==> src/rtl/operand_issue_ctrl_if.sv <==
// Bundle of the control-side and datapath-side signals of operand_issue_ctrl.
// The master modport is the driver of operands/requests (control, memory ready).
// The slave modport is the sequencer itself.
interface operand_issue_ctrl_if #(
  parameter int DW = 8,
  parameter int AW = 12
);
  logic          put_en;
  logic [DW-1:0] put_value;
  logic          op_en;
  logic [1:0]    op_kind;
  logic [3:0]    alu_op_in;
  logic          mem_ready;
  logic          err_clr;
  logic [3:0]    rd_addrA;
  logic [3:0]    rd_addrB;
  logic [3:0]    wr_addr;
  logic [3:0]    ALUOp;
  logic          reg_wr_en;
  logic [1:0]    wb_sel;
  logic          mem_rd_en;
  logic          mem_wr_en;
  logic          absjump_en;
  logic [AW-1:0] target;
  logic          pc_stall;
  logic [1:0]    slot_cnt;
  logic          err;

  modport master (
    output put_en, put_value, op_en, op_kind, alu_op_in, mem_ready, err_clr,
    input  rd_addrA, rd_addrB, wr_addr, ALUOp, reg_wr_en, wb_sel,
           mem_rd_en, mem_wr_en, absjump_en, target, pc_stall, slot_cnt, err
  );

  modport slave (
    input  put_en, put_value, op_en, op_kind, alu_op_in, mem_ready, err_clr,
    output rd_addrA, rd_addrB, wr_addr, ALUOp, reg_wr_en, wb_sel,
           mem_rd_en, mem_wr_en, absjump_en, target, pc_stall, slot_cnt, err
  );
endinterface

==> src/rtl/operand_issue_ctrl.sv <==
// operand_issue_ctrl: collects up to three PUT operands (r0/r1/r2) and, on an
// OP request, sequences one ALU / LOAD / STORE / JUMP operation, holding
// pc_stall while it is in flight. All outputs come straight from registers.
// Optional feature: define ISSUE_MEM_TIMEOUT_EN to abort a memory access that
// sees no mem_ready for TIMEOUT cycles (sets err, skips write-back).
module operand_issue_ctrl #(
  parameter int DW      = 8,
  parameter int AW      = 12,
  parameter int TIMEOUT = 16
) (
  input logic                 clk,
  input logic                 reset,
  operand_issue_ctrl_if.slave bus
);

  typedef enum logic [1:0] {
    S_COLLECT  = 2'd0,
    S_EXEC     = 2'd1,
    S_MEM_WAIT = 2'd2,
    S_WB       = 2'd3
  } state_t;

  localparam logic [1:0] K_ALU   = 2'd0;
  localparam logic [1:0] K_LOAD  = 2'd1;
  localparam logic [1:0] K_STORE = 2'd2;
  localparam logic [1:0] K_JUMP  = 2'd3;

  // r0 only contributes its address nibble and the upper jump-target bits
  localparam int S0W = ((AW - DW) > 4) ? (AW - DW) : 4;

  state_t         r_state, w_state_nxt, w_mem_state;
  logic [S0W-1:0] r_slot0;
  logic [DW-1:0]  r_slot1;
  logic [3:0]     r_slot2;
  logic [1:0]     r_slot_cnt, r_kind, w_kind_nxt, w_need;
  logic           w_accept, w_op_drop, w_put_ok, w_err_set, w_timeout;
  logic           w_rwe, w_mrd, w_mwr, w_aj, w_stall;
  logic [3:0]     r_rd_a, r_rd_b, r_wr, r_aluop;
  logic [1:0]     r_wb_sel;
  logic [AW-1:0]  r_target;
  logic           r_rwe, r_mrd, r_mwr, r_aj, r_stall, r_err;

`ifdef ISSUE_MEM_TIMEOUT_EN
  localparam int TW = $clog2(TIMEOUT + 1);
  logic [TW-1:0] r_to_cnt;

  // Cycles spent waiting for mem_ready since the memory op was accepted
  always_ff @(posedge clk or negedge reset) begin
    if (!reset) begin
      r_to_cnt <= '0;
    end else if (w_accept) begin
      r_to_cnt <= '0;
    end else if ((r_state == S_EXEC) || (r_state == S_MEM_WAIT)) begin
      r_to_cnt <= r_to_cnt + TW'(1'b1);
    end
  end

  assign w_timeout = ((r_state == S_EXEC) || (r_state == S_MEM_WAIT)) &&
                     ((r_kind == K_LOAD) || (r_kind == K_STORE)) &&
                     !bus.mem_ready && (r_to_cnt == TW'(TIMEOUT - 1));
`else
  // Without the watchdog the memory wait is unbounded and TIMEOUT has no role
  if (TIMEOUT < 1) begin : g_timeout_unused
  end
  assign w_timeout = 1'b0;
`endif

  // Where a pending memory access goes next, given mem_ready and the watchdog
  always_comb begin
    if (bus.mem_ready) begin
      if (r_kind == K_LOAD) begin
        w_mem_state = S_WB;
      end else begin
        w_mem_state = S_COLLECT;
      end
    end else if (w_timeout) begin
      w_mem_state = S_COLLECT;
    end else begin
      w_mem_state = S_MEM_WAIT;
    end
  end

  // Next-state, request acceptance and protocol-error detection
  always_comb begin
    w_state_nxt = r_state;
    w_accept    = 1'b0;
    w_op_drop   = 1'b0;
    w_put_ok    = 1'b0;
    w_err_set   = 1'b0;
    w_need      = (bus.op_kind == K_ALU) ? 2'd3 : 2'd2;
    case (r_state)
      S_COLLECT: begin
        if (bus.op_en) begin
          if (r_slot_cnt >= w_need) begin
            w_accept    = 1'b1;
            w_state_nxt = S_EXEC;
            w_err_set   = bus.put_en;
          end else begin
            w_op_drop = 1'b1;
            w_err_set = 1'b1;
          end
        end else if (bus.put_en) begin
          if (r_slot_cnt == 2'd3) begin
            w_err_set = 1'b1;
          end else begin
            w_put_ok = 1'b1;
          end
        end else begin
          w_state_nxt = S_COLLECT;
        end
      end
      S_EXEC: begin
        w_err_set = bus.op_en | bus.put_en | w_timeout;
        if ((r_kind == K_LOAD) || (r_kind == K_STORE)) begin
          w_state_nxt = w_mem_state;
        end else begin
          w_state_nxt = S_COLLECT;
        end
      end
      S_MEM_WAIT: begin
        w_err_set   = bus.op_en | bus.put_en | w_timeout;
        w_state_nxt = w_mem_state;
      end
      S_WB: begin
        w_err_set   = bus.op_en | bus.put_en;
        w_state_nxt = S_COLLECT;
      end
      default: begin
        w_state_nxt = S_COLLECT;
      end
    endcase
  end

  assign w_kind_nxt = w_accept ? bus.op_kind : r_kind;

  // Strobe values for the state being entered, so they appear registered in it
  always_comb begin
    w_rwe   = 1'b0;
    w_mrd   = 1'b0;
    w_mwr   = 1'b0;
    w_aj    = 1'b0;
    w_stall = 1'b0;
    case (w_state_nxt)
      S_EXEC: begin
        w_stall = 1'b1;
        case (w_kind_nxt)
          K_ALU:   w_rwe = 1'b1;
          K_LOAD:  w_mrd = 1'b1;
          K_STORE: w_mwr = 1'b1;
          K_JUMP:  w_aj  = 1'b1;
          default: w_aj  = 1'b0;
        endcase
      end
      S_MEM_WAIT: begin
        w_stall = 1'b1;
        if (r_kind == K_LOAD) begin
          w_mrd = 1'b1;
        end else begin
          w_mwr = 1'b1;
        end
      end
      S_WB: begin
        w_stall = 1'b1;
        w_rwe   = 1'b1;
      end
      default: begin
        w_stall = 1'b0;
      end
    endcase
  end

  // State, operand slots, latched operation fields and registered outputs
  always_ff @(posedge clk or negedge reset) begin
    if (!reset) begin
      r_state    <= S_COLLECT;
      r_slot0    <= '0;
      r_slot1    <= '0;
      r_slot2    <= 4'd0;
      r_slot_cnt <= 2'd0;
      r_kind     <= K_ALU;
      r_rd_a     <= 4'd0;
      r_rd_b     <= 4'd0;
      r_wr       <= 4'd0;
      r_aluop    <= 4'd0;
      r_wb_sel   <= 2'd0;
      r_target   <= '0;
      r_rwe      <= 1'b0;
      r_mrd      <= 1'b0;
      r_mwr      <= 1'b0;
      r_aj       <= 1'b0;
      r_stall    <= 1'b0;
      r_err      <= 1'b0;
    end else begin
      r_state <= w_state_nxt;
      if (w_accept || w_op_drop) begin
        r_slot0    <= '0;
        r_slot1    <= '0;
        r_slot2    <= 4'd0;
        r_slot_cnt <= 2'd0;
      end else if (w_put_ok) begin
        case (r_slot_cnt)
          2'd0:    r_slot0 <= bus.put_value[S0W-1:0];
          2'd1:    r_slot1 <= bus.put_value;
          2'd2:    r_slot2 <= bus.put_value[3:0];
          default: r_slot2 <= r_slot2;
        endcase
        r_slot_cnt <= r_slot_cnt + 2'd1;
      end
      if (w_accept) begin
        r_kind  <= bus.op_kind;
        r_rd_a  <= r_slot1[3:0];
        r_rd_b  <= r_slot2;
        r_wr    <= r_slot0[3:0];
        r_aluop <= bus.alu_op_in;
        if (bus.op_kind == K_ALU) begin
          r_wb_sel <= 2'd0;
        end
        if (bus.op_kind == K_JUMP) begin
          r_target <= {r_slot0[AW-DW-1:0], r_slot1};
        end
      end
      if (w_state_nxt == S_WB) begin
        r_wb_sel <= 2'd1;
      end
      r_rwe   <= w_rwe;
      r_mrd   <= w_mrd;
      r_mwr   <= w_mwr;
      r_aj    <= w_aj;
      r_stall <= w_stall;
      if (w_err_set) begin
        r_err <= 1'b1;
      end else if (bus.err_clr) begin
        r_err <= 1'b0;
      end
    end
  end

  assign bus.rd_addrA   = r_rd_a;
  assign bus.rd_addrB   = r_rd_b;
  assign bus.wr_addr    = r_wr;
  assign bus.ALUOp      = r_aluop;
  assign bus.reg_wr_en  = r_rwe;
  assign bus.wb_sel     = r_wb_sel;
  assign bus.mem_rd_en  = r_mrd;
  assign bus.mem_wr_en  = r_mwr;
  assign bus.absjump_en = r_aj;
  assign bus.target     = r_target;
  assign bus.pc_stall   = r_stall;
  assign bus.slot_cnt   = r_slot_cnt;
  assign bus.err        = r_err;

endmodule

==> src/flat_wrapper.sv <==
// flat-port wrapper written by rule: the top's interface ports become plain ports
module operand_issue_ctrl_flat 
#(
  parameter int DW      = 8,
  parameter int AW      = 12,
  parameter int TIMEOUT = 16
)
  (clk, reset, bus_put_en, bus_put_value, bus_op_en, bus_op_kind, bus_alu_op_in, bus_mem_ready, bus_err_clr, bus_rd_addrA, bus_rd_addrB, bus_wr_addr, bus_ALUOp, bus_reg_wr_en, bus_wb_sel, bus_mem_rd_en, bus_mem_wr_en, bus_absjump_en, bus_target, bus_pc_stall, bus_slot_cnt, bus_err);
  operand_issue_ctrl_if #(.DW(DW), .AW(AW)) bus_i ();
  input logic clk;
  input logic reset;
  input wire logic [$bits(bus_i.put_en)-1:0] bus_put_en;
  input wire logic [$bits(bus_i.put_value)-1:0] bus_put_value;
  input wire logic [$bits(bus_i.op_en)-1:0] bus_op_en;
  input wire logic [$bits(bus_i.op_kind)-1:0] bus_op_kind;
  input wire logic [$bits(bus_i.alu_op_in)-1:0] bus_alu_op_in;
  input wire logic [$bits(bus_i.mem_ready)-1:0] bus_mem_ready;
  input wire logic [$bits(bus_i.err_clr)-1:0] bus_err_clr;
  output wire logic [$bits(bus_i.rd_addrA)-1:0] bus_rd_addrA;
  output wire logic [$bits(bus_i.rd_addrB)-1:0] bus_rd_addrB;
  output wire logic [$bits(bus_i.wr_addr)-1:0] bus_wr_addr;
  output wire logic [$bits(bus_i.ALUOp)-1:0] bus_ALUOp;
  output wire logic [$bits(bus_i.reg_wr_en)-1:0] bus_reg_wr_en;
  output wire logic [$bits(bus_i.wb_sel)-1:0] bus_wb_sel;
  output wire logic [$bits(bus_i.mem_rd_en)-1:0] bus_mem_rd_en;
  output wire logic [$bits(bus_i.mem_wr_en)-1:0] bus_mem_wr_en;
  output wire logic [$bits(bus_i.absjump_en)-1:0] bus_absjump_en;
  output wire logic [$bits(bus_i.target)-1:0] bus_target;
  output wire logic [$bits(bus_i.pc_stall)-1:0] bus_pc_stall;
  output wire logic [$bits(bus_i.slot_cnt)-1:0] bus_slot_cnt;
  output wire logic [$bits(bus_i.err)-1:0] bus_err;
  assign bus_i.put_en = bus_put_en;
  assign bus_i.put_value = bus_put_value;
  assign bus_i.op_en = bus_op_en;
  assign bus_i.op_kind = bus_op_kind;
  assign bus_i.alu_op_in = bus_alu_op_in;
  assign bus_i.mem_ready = bus_mem_ready;
  assign bus_i.err_clr = bus_err_clr;
  assign bus_rd_addrA = bus_i.rd_addrA;
  assign bus_rd_addrB = bus_i.rd_addrB;
  assign bus_wr_addr = bus_i.wr_addr;
  assign bus_ALUOp = bus_i.ALUOp;
  assign bus_reg_wr_en = bus_i.reg_wr_en;
  assign bus_wb_sel = bus_i.wb_sel;
  assign bus_mem_rd_en = bus_i.mem_rd_en;
  assign bus_mem_wr_en = bus_i.mem_wr_en;
  assign bus_absjump_en = bus_i.absjump_en;
  assign bus_target = bus_i.target;
  assign bus_pc_stall = bus_i.pc_stall;
  assign bus_slot_cnt = bus_i.slot_cnt;
  assign bus_err = bus_i.err;
  operand_issue_ctrl #(.DW(DW), .AW(AW), .TIMEOUT(TIMEOUT)) u_core (.clk(clk), .reset(reset), .bus(bus_i));
endmodule
==> config.mk <==
export PLATFORM = sky130hd
export DESIGN_NAME = operand_issue_ctrl_flat
export DESIGN_NICKNAME = d
export VERILOG_FILES = /design/src/rtl/operand_issue_ctrl_if.sv /design/src/rtl/operand_issue_ctrl.sv /design/src/flat_wrapper.sv
export SDC_FILE = /design/constraint.sdc
export NUM_CORES = 1
export LEC_CHECK = 0
export BUFFER_PORTS_ARGS = -buffer_cell sky130_fd_sc_hd__buf_4
export CELL_PAD_IN_SITES_DETAIL_PLACEMENT = 0
export CELL_PAD_IN_SITES_GLOBAL_PLACEMENT = 2
export CORE_ASPECT_RATIO = 1.75
export CORE_MARGIN = 10
export CORE_UTILIZATION = 32
export DETAILED_ROUTE_END_ITERATION = 10
export GPL_TIMING_DRIVEN = 0
export MAX_ROUTING_LAYER = met4
export PLACE_DENSITY = 0.8
export SLEW_MARGIN = 30
export SYNTH_ARGS = -nofsm -noshare
export SYNTH_HDL_FRONTEND = slang
export SYNTH_SLANG_ARGS = --single-unit
==> constraint.sdc <==
create_clock -name clk -period 2.2 [get_ports clk]
set_clock_uncertainty 0.05 [all_clocks]
set_input_delay 0 -clock clk [delete_from_list [all_inputs] [get_ports clk]]
set_output_delay 0 -clock clk [all_outputs]
set_load 0.02 [all_outputs]
### Word-level counts from Yosys, hierarchy flattened

Index checks and enable logic that the tools add are counted.

* register bits: 58
* input bits: 20
* word-level logic and storage cells: 107
* output and inout bits: 38

* equal/unequal tests: 15
* magnitude comparators: 1
* muxes and demuxes: 51
* add/sub/neg operators: 1
* reductions and logical operators: 20
* bitwise operators: 1

Operator list (count)
* 1-bit two-way mux: 25
* 2-bit two-way mux: 12
* 4-bit two-way mux: 6
* 8-bit two-way mux: 3
* 2-bit equality test, second input constant: 10
* 2-bit nonzero test: 7
* 2-bit by 1-bit equality test with 1-bit output, second input constant: 5
* 2-bit AND reduction: 5
* 2-bit zero test: 4
* 1-bit one-hot mux with 2 select lines: 4
* 2-bit one-hot mux with 4 select lines: 1
* 3-bit OR reduction: 2
* 2-bit by 1-bit adder with 2-bit output, second input constant: 1
* 2-bit greater-or-equal comparator: 1
* 1-bit logical OR: 2
* 1-bit bitwise OR: 1

### Longest topological paths before layout

* depth in word-level cells: 10
* depth in mapped cells: 9
* depth with buffers taken out: 9

### Least setup slack after synthesis

Ideal clock, no wire load.

* kind: reg2reg
* start point: register u_core.r_slot_cnt[0], in the netlist u_core.bus.slot_cnt[0]
* end point: register u_core.r_rwe, in the netlist u_core.bus.reg_wr_en
* library setup time: 0.090 ns
* data required time: 2.060 ns
* data arrival time: 2.302 ns
* clock period less this slack: 2.443 ns
* path buffers: 0
* path slack: -0.243 ns
* cell stages (with the launch flop): 10
* path through: dfrtp_1 > inv_1 > ha_1 > nand2b_1 > nand3_1 > o21ai_0 > ha_1 > inv_1 > or3_1 > o221ai_1

* elaborated cells between the ends (all ways): 13
* those cells by class: order compare (1); eq/ne (2); mux (9); reduce/logical (1)

RTL lines
* start, declared: RTL line operand_issue_ctrl.sv:35 `logic [1:0] r_slot_cnt, r_kind, w_kind_nxt, w_need;`
* start signal, assigned: RTL line operand_issue_ctrl.sv:207 `r_slot_cnt <= r_slot_cnt + 2'd1;`
* 2-bit greater-or-equal comparator (*): RTL line operand_issue_ctrl.sv:94 `if (r_slot_cnt >= w_need) begin`
* 2-bit two-way mux (*): RTL line operand_issue_ctrl.sv:94
* 2-bit two-way mux (*): RTL line operand_issue_ctrl.sv:93 `if (bus.op_en) begin`
* 2-bit one-hot mux with 4 select lines (*): RTL line operand_issue_ctrl.sv:91 `case (r_state)`
* named net u_core.w_state_nxt[0]: RTL line operand_issue_ctrl.sv:31 `state_t r_state, w_state_nxt, w_mem_state;`
* 2-bit equality test / 2-bit by 1-bit equality test with 1-bit output (equally long branches): RTL line operand_issue_ctrl.sv:143 `case (w_state_nxt)`
* 1-bit one-hot mux with 2 select lines (*): RTL line operand_issue_ctrl.sv:143
* named net u_core.w_rwe: RTL line operand_issue_ctrl.sv:37 `logic w_rwe, w_mrd, w_mwr, w_aj, w_stall;`
* end signal, assigned: RTL line operand_issue_ctrl.sv:225 `r_rwe <= w_rwe;`
* end, declared: RTL line operand_issue_ctrl.sv:41 `logic r_rwe, r_mrd, r_mwr, r_aj, r_stall, r_err;`

Mark *: on every way through the listed nets, which the timed path passes. The rest lies on a longest branch.
A chain may end at the register's enable or synchronous reset.

### Worst setup path after layout

* start point: register u_core.r_kind[0]
* end point: register u_core.r_rwe, in the netlist u_core.bus.reg_wr_en

* word-level cells in the longest chain between the ends: 7
* elaborated cells between the ends (all ways): 13
* those cells by class: eq/ne (4); mux (7); reduce/logical (2)

Ends and longest elaborated chain
* start, declared: RTL line operand_issue_ctrl.sv:35
* start signal, assigned: RTL line operand_issue_ctrl.sv:210 `r_kind <= bus.op_kind;`
* 2-bit by 1-bit equality test with 1-bit output: RTL line operand_issue_ctrl.sv:71, operand_issue_ctrl.sv:114
* 2-bit two-way mux: RTL line operand_issue_ctrl.sv:71 `if (r_kind == K_LOAD) begin`
* 2-bit two-way mux: RTL line operand_issue_ctrl.sv:70 `if (bus.mem_ready) begin`
* 2-bit two-way mux: RTL line operand_issue_ctrl.sv:114 `if ((r_kind == K_LOAD) || (r_kind == K_STORE)) begin`
* 2-bit one-hot mux with 4 select lines (*): RTL line operand_issue_ctrl.sv:91
* named net u_core.w_state_nxt[0]: RTL line operand_issue_ctrl.sv:31
* 2-bit equality test / 2-bit by 1-bit equality test with 1-bit output (equally long branches): RTL line operand_issue_ctrl.sv:143
* 1-bit one-hot mux with 2 select lines (*): RTL line operand_issue_ctrl.sv:143
* named net u_core.w_rwe: RTL line operand_issue_ctrl.sv:37

Marks and branches as above.

==> out/summary.txt <==
crit-path max FO = 6
number of remaining DRC errors = 0
worst path arrival time = 2.32 ns
Final HPWL DP = 4550 um
CP Capture Type = flop
Worst-Margin Slew = 0.724 ns
Root Buffer = clkbuf_16
busiest grt layer = met2
Hold Crit Class = in2reg
syn_area_per_cell = 13.4 um^2
fin crit share = 0.974
final worst path period need = 2.14 ns
dominant cell by count in the synthesized netlist = dfrtp_1
Power, Total = 0.00488 W
n_diodes = 0
async set-reset flop share out of synthesis = 1.00
DIE WIDTH = 88.2 um
Num CTS Buffers = 9
status = completed
Initial Util = 0.327
num rows = 43
fmax = 467 MHz
Final Slew Violations = 0
Slew HR = 0.511
Primary FF master, synth = dfrtp_1
unrepaired setup endpoints after global routing = yes
P per Cell Area = 1320 nW/um^2
synth unique cells = 41
Util after Layout = 0.465
Die Y = 139 um
GR Util met1 = 0.113
Seq cells post-synth = 57
Req. time, crit path = 2.38 ns
antenna violations before repair = 0
area leader, netlist = dfrtp_1
top cells by count, synth = dfrtp_1 (57), mux2_2 (33), inv_1 (11), ha_1 (10), mux2_4 (9)
Synth top area share = 0.547
final hold vios = 0
crit-path cells = ha_1 -> nor2_1 -> mux2i_2 -> o21ai_2 -> ha_2 -> inv_1 -> or3_1 -> o221ai_1
Leakage = 1.83 nW
total grt overflow = 0
die area = 12,300 um^2
IO buf count = 56
Final #Nets = 312
Total GRT Usage = 0.112
CTS clock-pin slew for the worst setup and hold paths = 0.05 ns
sequential share of the synthesized area = 0.547
WL per Instance = 16.9 um
CORE AREA = 7960 um^2
Layout Area Growth over Synthesis = 42.2%
Initial DRC Count = 53
num ports = 58
Final ANT Viol Nets = 0
largest net degree at the start of global routing = 58
routed via count = 1,815
Top Family by Delay on Critical Path = adder cells
top post-synthesis cells by area = dfrtp_1 (55%), mux2_2 (14%), mux2_4 (5.2%)
M2 GR Usage = 0.189
CTS tree = done
CP peak stage delay = 0.43 ns
CTS H-tree lvls = 3
GR Util met3 = 0.0327
layout cells sized above 1 = 0.484
Mapped Nets = 225
# fillers = 736
Pre-Repair DR Iteration Count = 4
flop2flop setup slack = 0.06 ns
Routed Wire Length = 6380 um
clk_lat worst skew = 0.33 ns
number of global-route vias before repair = 1,976
CTS Buffer Depth = 2
CTS sink count = 57
Final Wtd Congestion = 0.764
synthesized cell area = 2610 um^2
CP Launch Type = flop
MaxCap Viol Count = 0
Vias/cell = 4.81
Post-synth EDFFs = 0
yosys warns = 0
first-pass GRT wire length = 10,300 um
CP max-delay cell = dfrtp_2
CP Class = reg2reg
worst ir drop on vdd = 0.000508 V
CP bufs+invs = 1
endpoints failing setup = 0
final hold slack = 0.0129 ns
Post-Synthesis Cells = 195
-- cells by family (layout without fill, tap and decap cells) --
family | Yosys count | count (layout) | synth area share
and+or+nand+nor | 37 | 37 | 0.0903
DFF | 57 | 57 | 0.547
AOI/OAI and AO/OA | 26 | 26 | 0.0677
buffers and inverters | 20 | 112 | 0.0437
muxes | 43 | 43 | 0.198
adders and majority gates | 10 | 10 | 0.0480
other | 1 | 1 | 0.00144
xor gates and xnor gates | 1 | 1 | 0.00336
-- layout make-up --
class                      instances  area [um^2]  share of cell area
buffer                             7         67.6              0.0182
clock buffer                      11          233              0.0628
clock inverter                     5         80.1              0.0216
inverter                          12         45.0              0.0122
multi-input combinational        118         1120               0.303
sequential                        57         1430               0.386
tap                               90          113              0.0304
timing repair buffer              77          617               0.166
-- state kept, by name, indices dropped and copies added, names as in the netlist, 2 cells and up --
name	count
u_core.bus.ALUOp	4
u_core.bus.rd_addrA	4
u_core.bus.rd_addrB	4
u_core.bus.slot_cnt	2
u_core.bus.target	12
u_core.bus.wr_addr	4
u_core.r_kind	2
u_core.r_slot0	4
u_core.r_slot1	8
u_core.r_slot2	4
u_core.r_state	2
-- worst register-to-register path, stage by stage (launching register included) --
cell and delay, ns:
dfrtp_2 0.43, ha_1 0.31, nor2_1 0.12, mux2i_2 0.13, o21ai_2 0.20, ha_2 0.24, inv_1 0.07, or3_1 0.30
o221ai_1 0.20
-- cells in the final DEF (no fill, tap or decap), types with 3 or more instances in the layout --
cell / instances
nand2_1: 4
clkbuf_16: 9
buf_6: 3
and2_1: 4
nand4_1: 6
dlygate4sd3_1: 14
inv_1: 11
o21ai_0: 7
o31ai_1: 3
nor2_1: 4
nand3b_1: 3
dfrtp_1: 55
mux2_2: 33
mux2_4: 9
buf_4: 64
ha_1: 9
and3b_1: 5
-- through the flow --
| stage | worst slack (ns) | std cells | instance area, um^2 | TNS [ns] |
|---|---|---|---|---|
| 2_1_floorplan | 0.0147 | 195 | 2620 | 0 |
| 3_3_place_gp | -0.382 | 341 | 3150 | -3.36 |
| 3_5_place_dp | -0.397 | 341 | 3150 | -3.52 |
| 4_1_cts | 0.0173 | 373 | 3650 | 0 |
| 5_1_grt | -0.0464 | 377 | 3710 | -0.0818 |
| 6_report | 0.0582 | 377 | 3710 | 0 |
-- final timing paths --
kind / startpoint / endpoint / depth (start not counted)
setup / recovery: u_core.r_kind[0] / u_core.bus.reg_wr_en / 8
hold / removal: bus_put_value[3] / u_core.r_slot0[3] / 3
setup reg to reg: u_core.r_kind[0] / u_core.bus.reg_wr_en / 8
hold reg to reg: u_core.bus.wb_sel[0] / u_core.bus.wb_sel[0] / 1
max in group asynchronous: reset / u_core.bus.slot_cnt[0] / 2
min in group asynchronous: reset / u_core.bus.reg_wr_en / 2
-- repair_timing --
item,in CTS,in global routing
pin swaps,1,1
endpoints found under the hold margin,70,0
gates resized for setup,10,8
setup buffers,3,4
hold buffers,14,0
setup endpoints to repair,30,29
-- report_power, final --
group / total, W / leakage [nW] / switching, W / internal, W
Clock: 0.00145 / 0.146 / 0.000463 / 0.000987
Sequential: 0.00166 / 0.747 / 0.000239 / 0.00142
Combinational: 0.00177 / 0.934 / 0.000875 / 0.000896
-- routing by layer --
metal / share of wire / routed length [um] / vias up
li1: - / - / 871
met2: 0.55 / 3490 / 44
met4: 0.025 / 161 / 0
met1: 0.38 / 2450 / 892
met5: 0 / 0 / -
met3: 0.044 / 281 / 8
Note: power is estimated with default switching activity, not from simulation.
